`src/rtl/fft_input_loader.sv`:
```
// rtl/fft_input_loader.sv - ping-pong stage-0 write front end of the pipelined FFT
// Streams samples into alternating banks and hands full banks to the first-stage reader.
module fft_input_loader #(
  parameter int bit_width = 29,
  parameter int N         = 16,
  parameter int SIZE      = 4,
  parameter int BITREV    = 0
) (
  input  logic                 clk,
  input  logic                 rst_n,
  input  logic                 s_valid,
  output logic                 s_ready,
  input  logic [bit_width-1:0] s_re,
  input  logic [bit_width-1:0] s_im,
  input  logic                 s_last,
  output logic                 en_wr,
  output logic                 wr_bank,
  output logic [SIZE-1:0]      wr_ptr,
  output logic [bit_width-1:0] wr_re,
  output logic [bit_width-1:0] wr_im,
  output logic                 start_o,
  output logic                 start_bank,
  input  logic                 done_i,
  output logic                 err_frame,
  output logic                 busy_o
);

  typedef enum logic [1:0] {B_FREE, B_FILLING, B_FULL, B_BUSY} bank_st_t;

  bank_st_t        st [2];
  bank_st_t        st_nx [2];
  logic            fill_bank, fill_nx;
  logic [SIZE-1:0] idx, idx_nx;
  logic            start_bank_q;
  logic            acc, at_end, close, still_busy, both_full, sel, ready_nx;

  function automatic logic [SIZE-1:0] bitrev(input logic [SIZE-1:0] a);
    for (int i = 0; i < SIZE; i++) bitrev[i] = a[SIZE-1-i];
  endfunction

  assign acc        = s_valid && s_ready;
  assign at_end     = (idx == SIZE'(N-1));
  assign close      = acc && (s_last || at_end);
  assign busy_o     = (st[0] == B_BUSY) || (st[1] == B_BUSY);
  // A release in this cycle frees the reader, so a waiting bank may start alongside it.
  assign still_busy = busy_o && !done_i;
  assign both_full  = (st[0] == B_FULL) && (st[1] == B_FULL);
  assign sel        = both_full ? fill_bank : (st[1] == B_FULL);
  assign start_o    = ((st[0] == B_FULL) || (st[1] == B_FULL)) && !still_busy;
  assign start_bank = start_o ? sel : start_bank_q;

  always_comb begin
    st_nx[0] = st[0];
    st_nx[1] = st[1];
    for (int b = 0; b < 2; b++) begin
      if (done_i && st[b] == B_BUSY) st_nx[b] = B_FREE;
      if (start_o && sel == 1'(b)) st_nx[b] = B_BUSY;
      if (acc && fill_bank == 1'(b)) st_nx[b] = close ? B_FULL : B_FILLING;
    end
    fill_nx  = close ? ~fill_bank : fill_bank;
    idx_nx   = close ? '0 : (acc ? idx + 1'b1 : idx);
    ready_nx = (st_nx[fill_nx] == B_FREE) || (st_nx[fill_nx] == B_FILLING);
  end

  always_ff @(posedge clk or negedge rst_n) begin
    if (!rst_n) begin
      st[0]        <= B_FREE;
      st[1]        <= B_FREE;
      fill_bank    <= 1'b0;
      idx          <= '0;
      s_ready      <= 1'b0;
      start_bank_q <= 1'b0;
      en_wr        <= 1'b0;
      wr_bank      <= 1'b0;
      wr_ptr       <= '0;
      wr_re        <= '0;
      wr_im        <= '0;
      err_frame    <= 1'b0;
    end else begin
      st[0]        <= st_nx[0];
      st[1]        <= st_nx[1];
      fill_bank    <= fill_nx;
      idx          <= idx_nx;
      s_ready      <= ready_nx;
      start_bank_q <= start_bank;
      en_wr        <= acc;
      wr_bank      <= fill_bank;
      wr_ptr       <= (BITREV != 0) ? bitrev(idx) : idx;
      wr_re        <= s_re;
      wr_im        <= s_im;
      err_frame    <= close && (s_last != at_end);
    end
  end

endmodule

```
`config.mk`:
```
export PLATFORM = sky130hd
export DESIGN_NAME = fft_input_loader
export DESIGN_NICKNAME = d
export VERILOG_FILES = /design/src/rtl/fft_input_loader.sv
export SDC_FILE = /design/constraint.sdc
export NUM_CORES = 1
export LEC_CHECK = 0
export CORE_MARGIN = 5
export CORE_UTILIZATION = 40
export CTS_CLUSTER_DIAMETER = 40
export DETAILED_ROUTE_END_ITERATION = 12
export PLACE_DENSITY = 0.84
export SYNTH_ARGS = -nofsm -noshare
export SYNTH_HDL_FRONTEND = slang
export SYNTH_SLANG_ARGS = --single-unit
```
`constraint.sdc`:
```
create_clock -name clk -period 3.52 [get_ports clk]
set_clock_uncertainty 0.1 [all_clocks]
set_input_delay 0.704 -clock clk [delete_from_list [all_inputs] [get_ports clk]]
set_output_delay 0.704 -clock clk [all_outputs]
set_load 0.01 [all_outputs]
```
==> results of run 1 <==
cell usage in the layout, fill, tap and decap left out:
cell type          n
clkdlybuf4s50_1  130
dfrtp_1           76
nand2_1           12
clkbuf_8           9
o21ai_1            5
nor2b_1            4
inv_1              4
nand3_1            4
nor2_1             4
a21oi_1            3
bufinv_16          3
o21ai_2            2
o22ai_1            2
o21ai_0            2
ha_1               2
nand2b_1           1
nand2_2            1
nor2b_4            1
o31ai_2            1
inv_2              1
a22oi_1            1
nand2b_2           1
xnor2_1            1
a31o_1             1
o221ai_1           1
a22o_1             1
a21o_1             1
o31ai_1            1
clkinv_2           1
clkinvlp_4         1
inv_6              1
clkbuf_1           1
buf_4              1
sequential cells by signal, indices dropped and copies added (netlist names), 4 cells and up:
register,cells
idx,4
st,4
wr_im,29
wr_ptr,4
wr_re,29
worst max path at each step:
stage	end	slack, ns	cells after the start
after global placement	start_bank	0.41	6
after detailed placement	start_bank	0.35	6
after floorplan	start_bank	1.46	4
after CTS	start_bank	0.34	6
final	start_bank	0.33	6
after global routing	start_bank	0.28	6
cells in the mapped netlist:
| cell | n | area share |
|---|---|---|
| nand2b_2 | 1 | 0.0039 |
| o31ai_1 | 1 | 0.0033 |
| o31ai_2 | 1 | 0.0056 |
| nor2b_4 | 1 | 0.0061 |
| nor2b_1 | 4 | 0.011 |
| nor2_1 | 4 | 0.0067 |
| nand2_1 | 12 | 0.020 |
| o21ai_1 | 5 | 0.011 |
| dfrtp_1 | 76 | 0.85 |
| a22o_1 | 1 | 0.0039 |
| ha_1 | 2 | 0.011 |
| a21oi_1 | 3 | 0.0067 |
| xnor2_1 | 1 | 0.0039 |
| o22ai_1 | 2 | 0.0056 |
| nand2_2 | 1 | 0.0028 |
| nand2b_1 | 1 | 0.0028 |
| o21ai_2 | 2 | 0.0078 |
| o21ai_0 | 2 | 0.0045 |
| a21o_1 | 1 | 0.0033 |
| buf_6 | 1 | 0.0050 |
| a22oi_1 | 1 | 0.0033 |
| inv_1 | 4 | 0.0067 |
| inv_2 | 1 | 0.0017 |
| nand3_1 | 4 | 0.0089 |
| a31o_1 | 1 | 0.0039 |
| o221ai_1 | 1 | 0.0039 |
final cells by class:
cell class / instances / area [µm²] / share of cell area
Clock buffer: 10 / 128 / 0.0329
Timing Repair Buffer: 131 / 1310 / 0.338
Multi-Input combinational cell: 52 / 315 / 0.0814
Inverter: 5 / 18.8 / 0.00484
Clock inverter: 6 / 111 / 0.0287
Sequential cell: 76 / 1900 / 0.491
Tap cell: 72 / 90.1 / 0.0233
metrics by stage:
step	cell area, µm²	util
after floorplan	2250	-
after global placement	3630	0.664
after detailed placement	3630	0.664
after CTS	3870	0.708
after global routing	3870	0.708
final	3870	0.708
critical path, cell delays in order:
cell and delay [ns]:
clkdlybuf4s50_1 0.52, nand2b_1 0.20, a21oi_1 0.17, o21ai_2 0.08
o21ai_2 0.14, clkdlybuf4s50_1 0.57
power groups by stage:
stage,Clock [W],Sequential [W],Combinational [W]
6_report,0.000783,0.00107,0.000505
3_3_place_gp,0,0.00108,0.000496
4_1_cts,0.000808,0.00107,0.000513
5_1_grt,0.000846,0.00109,0.000548
3_5_place_dp,0,0.00109,0.000507
2_1_floorplan,0,0.00109,0.000201
kinds of logic (layout without fill, tap and decap cells):
| family | Yosys count | after routing | share of synthesized area |
|---|---|---|---|
| flip-flops | 76 | 76 | 0.846 |
| AO/OA/AOI/OAI | 21 | 21 | 0.0629 |
| adder cells (fa/ha/maj) | 2 | 2 | 0.0111 |
| buffers and inverters | 6 | 152 | 0.0134 |
| XOR/XNOR | 1 | 1 | 0.00390 |
| AND/OR/NAND/NOR | 28 | 28 | 0.0624 |
metal layers:
metal / global-route usage / wire length [µm] / up-vias
met5: 0 / 0 / -
met4: 0.0878 / 132 / 0
met3: 0.0524 / 445 / 11
met2: 0.301 / 3160 / 89
met1: 0.190 / 2250 / 787
li1: - / - / 719
==> summary.txt, run 1 <==
Synthesis
  – Synth unique cells: 26
  – Synth warnings: 0
  – Post-Syn Area per Cell: 16.8 µm²
  – Sequential fraction of the synthesis area: 0.846
  – Synthesized flop and latch total: 76
  – Synth Net Count: 199
  – Post-Syn Instances: 134
  – Netlist Area Pre-Place: 0.00225 mm²

Critical path
  – WS Path Type: in2out
  – Reg-to-reg critical path startpoint: idx[0]
  – R2r worst-path depth: 6
  – Crit start category: primary input
  – Worst EP arrival: 2.39 ns
  – Critical path origin: done_i
  – Reg-to-reg slack, setup: around 1.7 ns
  – Reg-to-Reg End: s_ready
  – Worst Setup End Kind: output port
  – Required time of the critical path: 2.72 ns
  – Crit path max fanout: 6

Layout
  – Finished Layout Cells: 352
  – Area grow syn2layout: 72.4%
  – Fillcell total: 395
  – Final #Nets: 340
  – Fraction of layout cells with a size suffix above 1: 0.0821
  – Diodes inserted: 0

Global route
  – Largest net degree at the start of global routing: 77
  – Vias in the first global route: 1717
  – All-Layer GR Usage: 0.173
  – First-pass GRT wire length: 9130 µm
  – Gr ovfl total: 0
  – Initial antenna violation count: 0

Detailed routing
  – Routed via count: roughly 1600
  – TritonRoute pass-1 iters: 4
  – Initial DRC count: 29
  – Routed WL: 5980 µm
  – Post-route ant nets: 0
  – Routed vias/inst: 4.56
  – DRC: 0
  – WL/cell: roughly 17 µm

Pwr
  – Leakage: 1.67 nW
  – Net Sw Power: 0.000619 W
  – Sequential group share of total power: 0.455
  – Switching Share: 0.262
  – Total Power: 0.00236 W
  – Clk pwr share: 0.331
  – Maximum vdd drop: 0.424 mV
  – Power Internal: 0.00174 W
  – Combinational fraction of design power: 0.214
  – Pwr dens: a little over 600 mW/mm²

Floorplan
  – Total die area: about 0.0072 mm²
  – Core area: 0.00547 mm²
  – FP Rows: 27
  – I/O Pins: 132
  – Initial Util: 0.411
  – Die Span Y: 85.0 µm
  – Chip Width: 85.0 µm

Timing
  – Worst-margin pin slew: 0.894 ns
  – Tmin final: 3.19 ns
  – Setup violators final: 0
  – Final Hold Viols: 0
  – Max-slew headroom: 0.404
  – RSZ-0062 raised after global routing: no
  – Setup_tns: 0 ns
  – Max frequency: 313 MHz
  – Final period util: 0.906
  – Final hold slack: 0.340 ns
  – Setup slack after layout: 0.329 ns
  – Pins Over Slew Limit: 0

Place
  – DP Worst Slack: 0.352 ns
  – Dpl hpwl: 4520 µm
  – Placed instance count: 336
  – Port bufs: about 130
  – RePlAce Congestion: roughly 0.90

Hold path
  – Hold path depth: 0
  – Min-delay src: idx[1]
  – Worst hold path class: reg2reg
  – Hold EP: wr_ptr[1]

CTS
  – TritonCTS clock tree: built
  – Clk slew on worst S/H paths: 0.07 ns
  – Sink Count: 76
  – CTS root buffer: clkbuf_8
  – CTS H-tree depth: 3
  – Post-CTS Setup Inserts: 0
  – Clock buffer count from CTS: 9
  – Cts repair resizes: 0
  – Longest Clk Path Bufs: 2
  – Clock Latency Late Sink: 0.34 ns
  – CTS Hold Bufs: 0

Outcome
  – Outcome: complete, no violations

Job
  – Max_cap viols: 0
(Power assumes the default switching activity.)
==> run 2: changes to the inputs <==
--- a/config.mk
+++ b/config.mk
@@ -6,9 +6,10 @@
 export NUM_CORES = 1
 export LEC_CHECK = 0
+export ABC_AREA = 1
 export CORE_MARGIN = 5
 export CORE_UTILIZATION = 40
 export CTS_CLUSTER_DIAMETER = 40
 export DETAILED_ROUTE_END_ITERATION = 12
-export PLACE_DENSITY = 0.84
+export PLACE_DENSITY = 0.85
 export SYNTH_ARGS = -nofsm -noshare
 export SYNTH_HDL_FRONTEND = slang
--- a/constraint.sdc
+++ b/constraint.sdc
@@ -3,3 +3,3 @@
 set_input_delay 0.704 -clock clk [delete_from_list [all_inputs] [get_ports clk]]
 set_output_delay 0.704 -clock clk [all_outputs]
-set_load 0.01 [all_outputs]
+set_load 0.1 [all_outputs]
==> summary.txt, run 2 <==
Critical path
  – Worst EP arrival: around 1.9 ns
  – Reg-to-reg critical path startpoint: idx[1]
  – Reg-to-reg slack, setup: around 1.9 ns
  – Reg-to-Reg End: s_ready
  – Crit path max-delay family: buffers and inverters
  – R2r worst-path depth: 9
  – Crit start category: flip-flop
  – CP max stage delay: 1.14 ns
  – Crit path max fanout: 1
  – Required time of the critical path: 2.72 ns
  – WS Path Type: reg2out
  – Critical path cell sequence: clkdlybuf4s50_1
  – Buf/Inv on CP: 1
  – Highest-delay cell along the critical path: clkdlybuf4s50_1
  – Worst Setup End Kind: output port

Timing
  – Final Hold Viols: 0
  – Final period util: 0.756
  – Max-slew headroom: 0.318
  – Setup violators final: 0
  – RSZ-0062 raised after global routing: no
  – Worst-margin pin slew: 1.02 ns
  – Setup_tns: 0 ns
  – Pins Over Slew Limit: 0
  – Max frequency: about 380 MHz
  – Tmin final: 2.66 ns

Synthesis
  – Synth warnings: 0
  – Post-Syn Instances: 143
  – Number of flops mapped to enable cells by yosys: 0
  – Synth top area cells: dfrtp_1, nand2_1, inv_1, nand3_1, ha_1
  – Synth unique cells: 19
  – Yosys top cell by area: dfrtp_1
  – Netlist Area Pre-Place: 0.00224 mm²
  – Post-Syn Area per Cell: 15.7 µm²
  – Sequential fraction of the synthesis area: 0.849
  – Synth Net Count: roughly 210
  – Count leader, synth: dfrtp_1
  – FFs w/ async S/R, synth: 1.00
  – Main synth FF type: dfrtp_1
  – Synthesized flop and latch total: 76
  – Top cells by count, synth: dfrtp_1, nand2_1, inv_1
  – Synth top area share: 0.849

Detailed routing
  – WL/cell: 17.0 µm
  – Met2 WL post-DR: 3440 µm
  – Routed via count: 1610
  – DR WL met3: between 300 and 400 µm
  – Routed WL: 6150 µm
  – DRC: 0
  – Top layer in use: met4
  – Routed vias/inst: 4.45
  – Initial DRC count: 78
  – TritonRoute pass-1 iters: 4
  – Post-route ant nets: 0
  – Metal1 wirelength: 2180 µm

Layout
  – Most frequent cells in the layout: clkdlybuf4s50_1, dfrtp_1, nand2_1
  – Final #Nets: 350
  – Diodes inserted: 0
  – Area grow syn2layout: 70.9%
  – Most common cell after layout, fill and taps aside: clkdlybuf4s50_1
  – Finished Layout Cells: around 360
  – Largest registers: wr_im (29), wr_re (29)
  – Fillcell total: 383
  – Fraction of layout cells with a size suffix above 1: 0.155

CTS
  – CTS Hold Bufs: 0
  – Clock Latency Late Sink: around 0.34 ns
  – CTS H-tree depth: 3
  – Longest Clk Path Bufs: 2
  – CTS root buffer: clkbuf_8
  – Clock buffer count from CTS: 9
  – Post-CTS Setup Inserts: 0
  – Clk slew on worst S/H paths: 0.08 ns
  – Cts repair resizes: 0
  – Sink Count: 76
  – TritonCTS clock tree: built

Outcome
  – Outcome: complete, no violations

Pwr
  – Combinational fraction of design power: 0.386
  – Sequential group share of total power: 0.362
  – Leakage: 1.75 nW
  – Maximum vdd drop: 0.328 mV
  – Pwr dens: 757 mW/mm²
  – Clk pwr share: 0.252
  – Switching Share: 0.423
  – Net Sw Power: 0.00123 W
  – Power Internal: 0.00167 W

Floorplan
  – Total die area: 0.00720 mm²
  – Initial Util: 0.409
  – Chip Width: 84.9 µm
  – Core area: between 0.005 and 0.006 mm²
  – Die Span Y: 84.9 µm
  – FP Rows: 27
  – I/O Pins: between 100 and 150

Global route
  – All-Layer GR Usage: 0.180
  – Gr ovfl total: 0
  – Initial antenna violation count: 0
  – Largest net degree at the start of global routing: between 70 and 80
  – First-pass GRT wire length: ~9200 µm
  – Vias in the first global route: 1661

Place
  – RePlAce Congestion: 0.837
  – Dpl hpwl: 4600 µm
  – Placed instance count: 346
  – Port bufs: 131

Hold path
  – Hold EP: wr_ptr[0]
  – Min-delay src: idx[0]
  – Worst hold path class: reg2reg
  – Hold path depth: 0

Job
  – Max_cap viols: 0
==> run 2: cell count changes after synthesis, moves of 2 or more <==
cell / previous run / this run
nand2_1: 12 / 25
inv_1: 4 / 10
nor2b_1: 4 / 0
o21ai_1: 5 / 1
nand2_4: 0 / 2
nand3_1: 4 / 6
o22ai_1: 2 / 0
==> run 2: routing by layer <==
layer / up-vias / GRT usage
li1: 729 / -
met1: 782 / 0.182
met2: 85 / 0.327
met3: 14 / 0.0544
met4: 0 / 0.102
met5: - / 0
==> run 2: worst max-delay path by stage <==
stage,startpoint,endpoint,slack (ns),depth (start not counted)
floorplan,st[1],start_bank,0.62,6
global placement,done_i,start_bank,0.95,6
detailed placement,done_i,start_bank,0.88,6
CTS,wr_im[13],wr_im[13],0.84,1
global route,wr_im[23],wr_im[23],0.81,1
finish,wr_im[23],wr_im[23],0.86,1
==> run 2: kinds of logic (layout without fill, tap and decap cells) <==
family,Yosys count,in the layout,synth area share
AOI/OAI and AO/OA,11,11,0.0301
and+or+nand+nor,40,40,0.0821
buffers and inverters,13,160,0.0240
adders and majority gates,2,2,0.0112
DFF,76,76,0.849
xor gates and xnor gates,1,1,0.00391
==> run 2: final cells by class <==
class,instances,area (µm²),area share
clock buffer,11,141,0.0369
clock inverter,5,83.8,0.0219
inverter,13,53.8,0.0140
multi-input combinational,54,285,0.0745
sequential,76,1900,0.497
tap,72,90.1,0.0235
timing repair buffer,131,1270,0.333
==> run 2: metrics by stage <==
step	power (W)	cell area [µm²]	utilization	hold slack, ns	setup WS (ns)
detailed placement	0.00219	3600	0.659	0.305	0.878
global placement	0.00217	3600	0.659	0.288	0.954
CTS	0.00293	3830	0.700	0.322	0.836
global route	0.00302	3830	0.700	0.342	0.808
finish	0.00290	3830	0.700	0.317	0.859
floorplan	0.00185	2240	-	0.280	0.617
==> run 2: power groups by stage <==
stage                     clock (W)  combinational (W)  sequential [W]
after floorplan                   0           0.000307         0.00154
after global placement            0            0.00111         0.00106
after detailed placement          0            0.00112         0.00107
after CTS                  0.000754            0.00113         0.00105
after global routing       0.000793            0.00116         0.00107
final                      0.000731            0.00112         0.00105
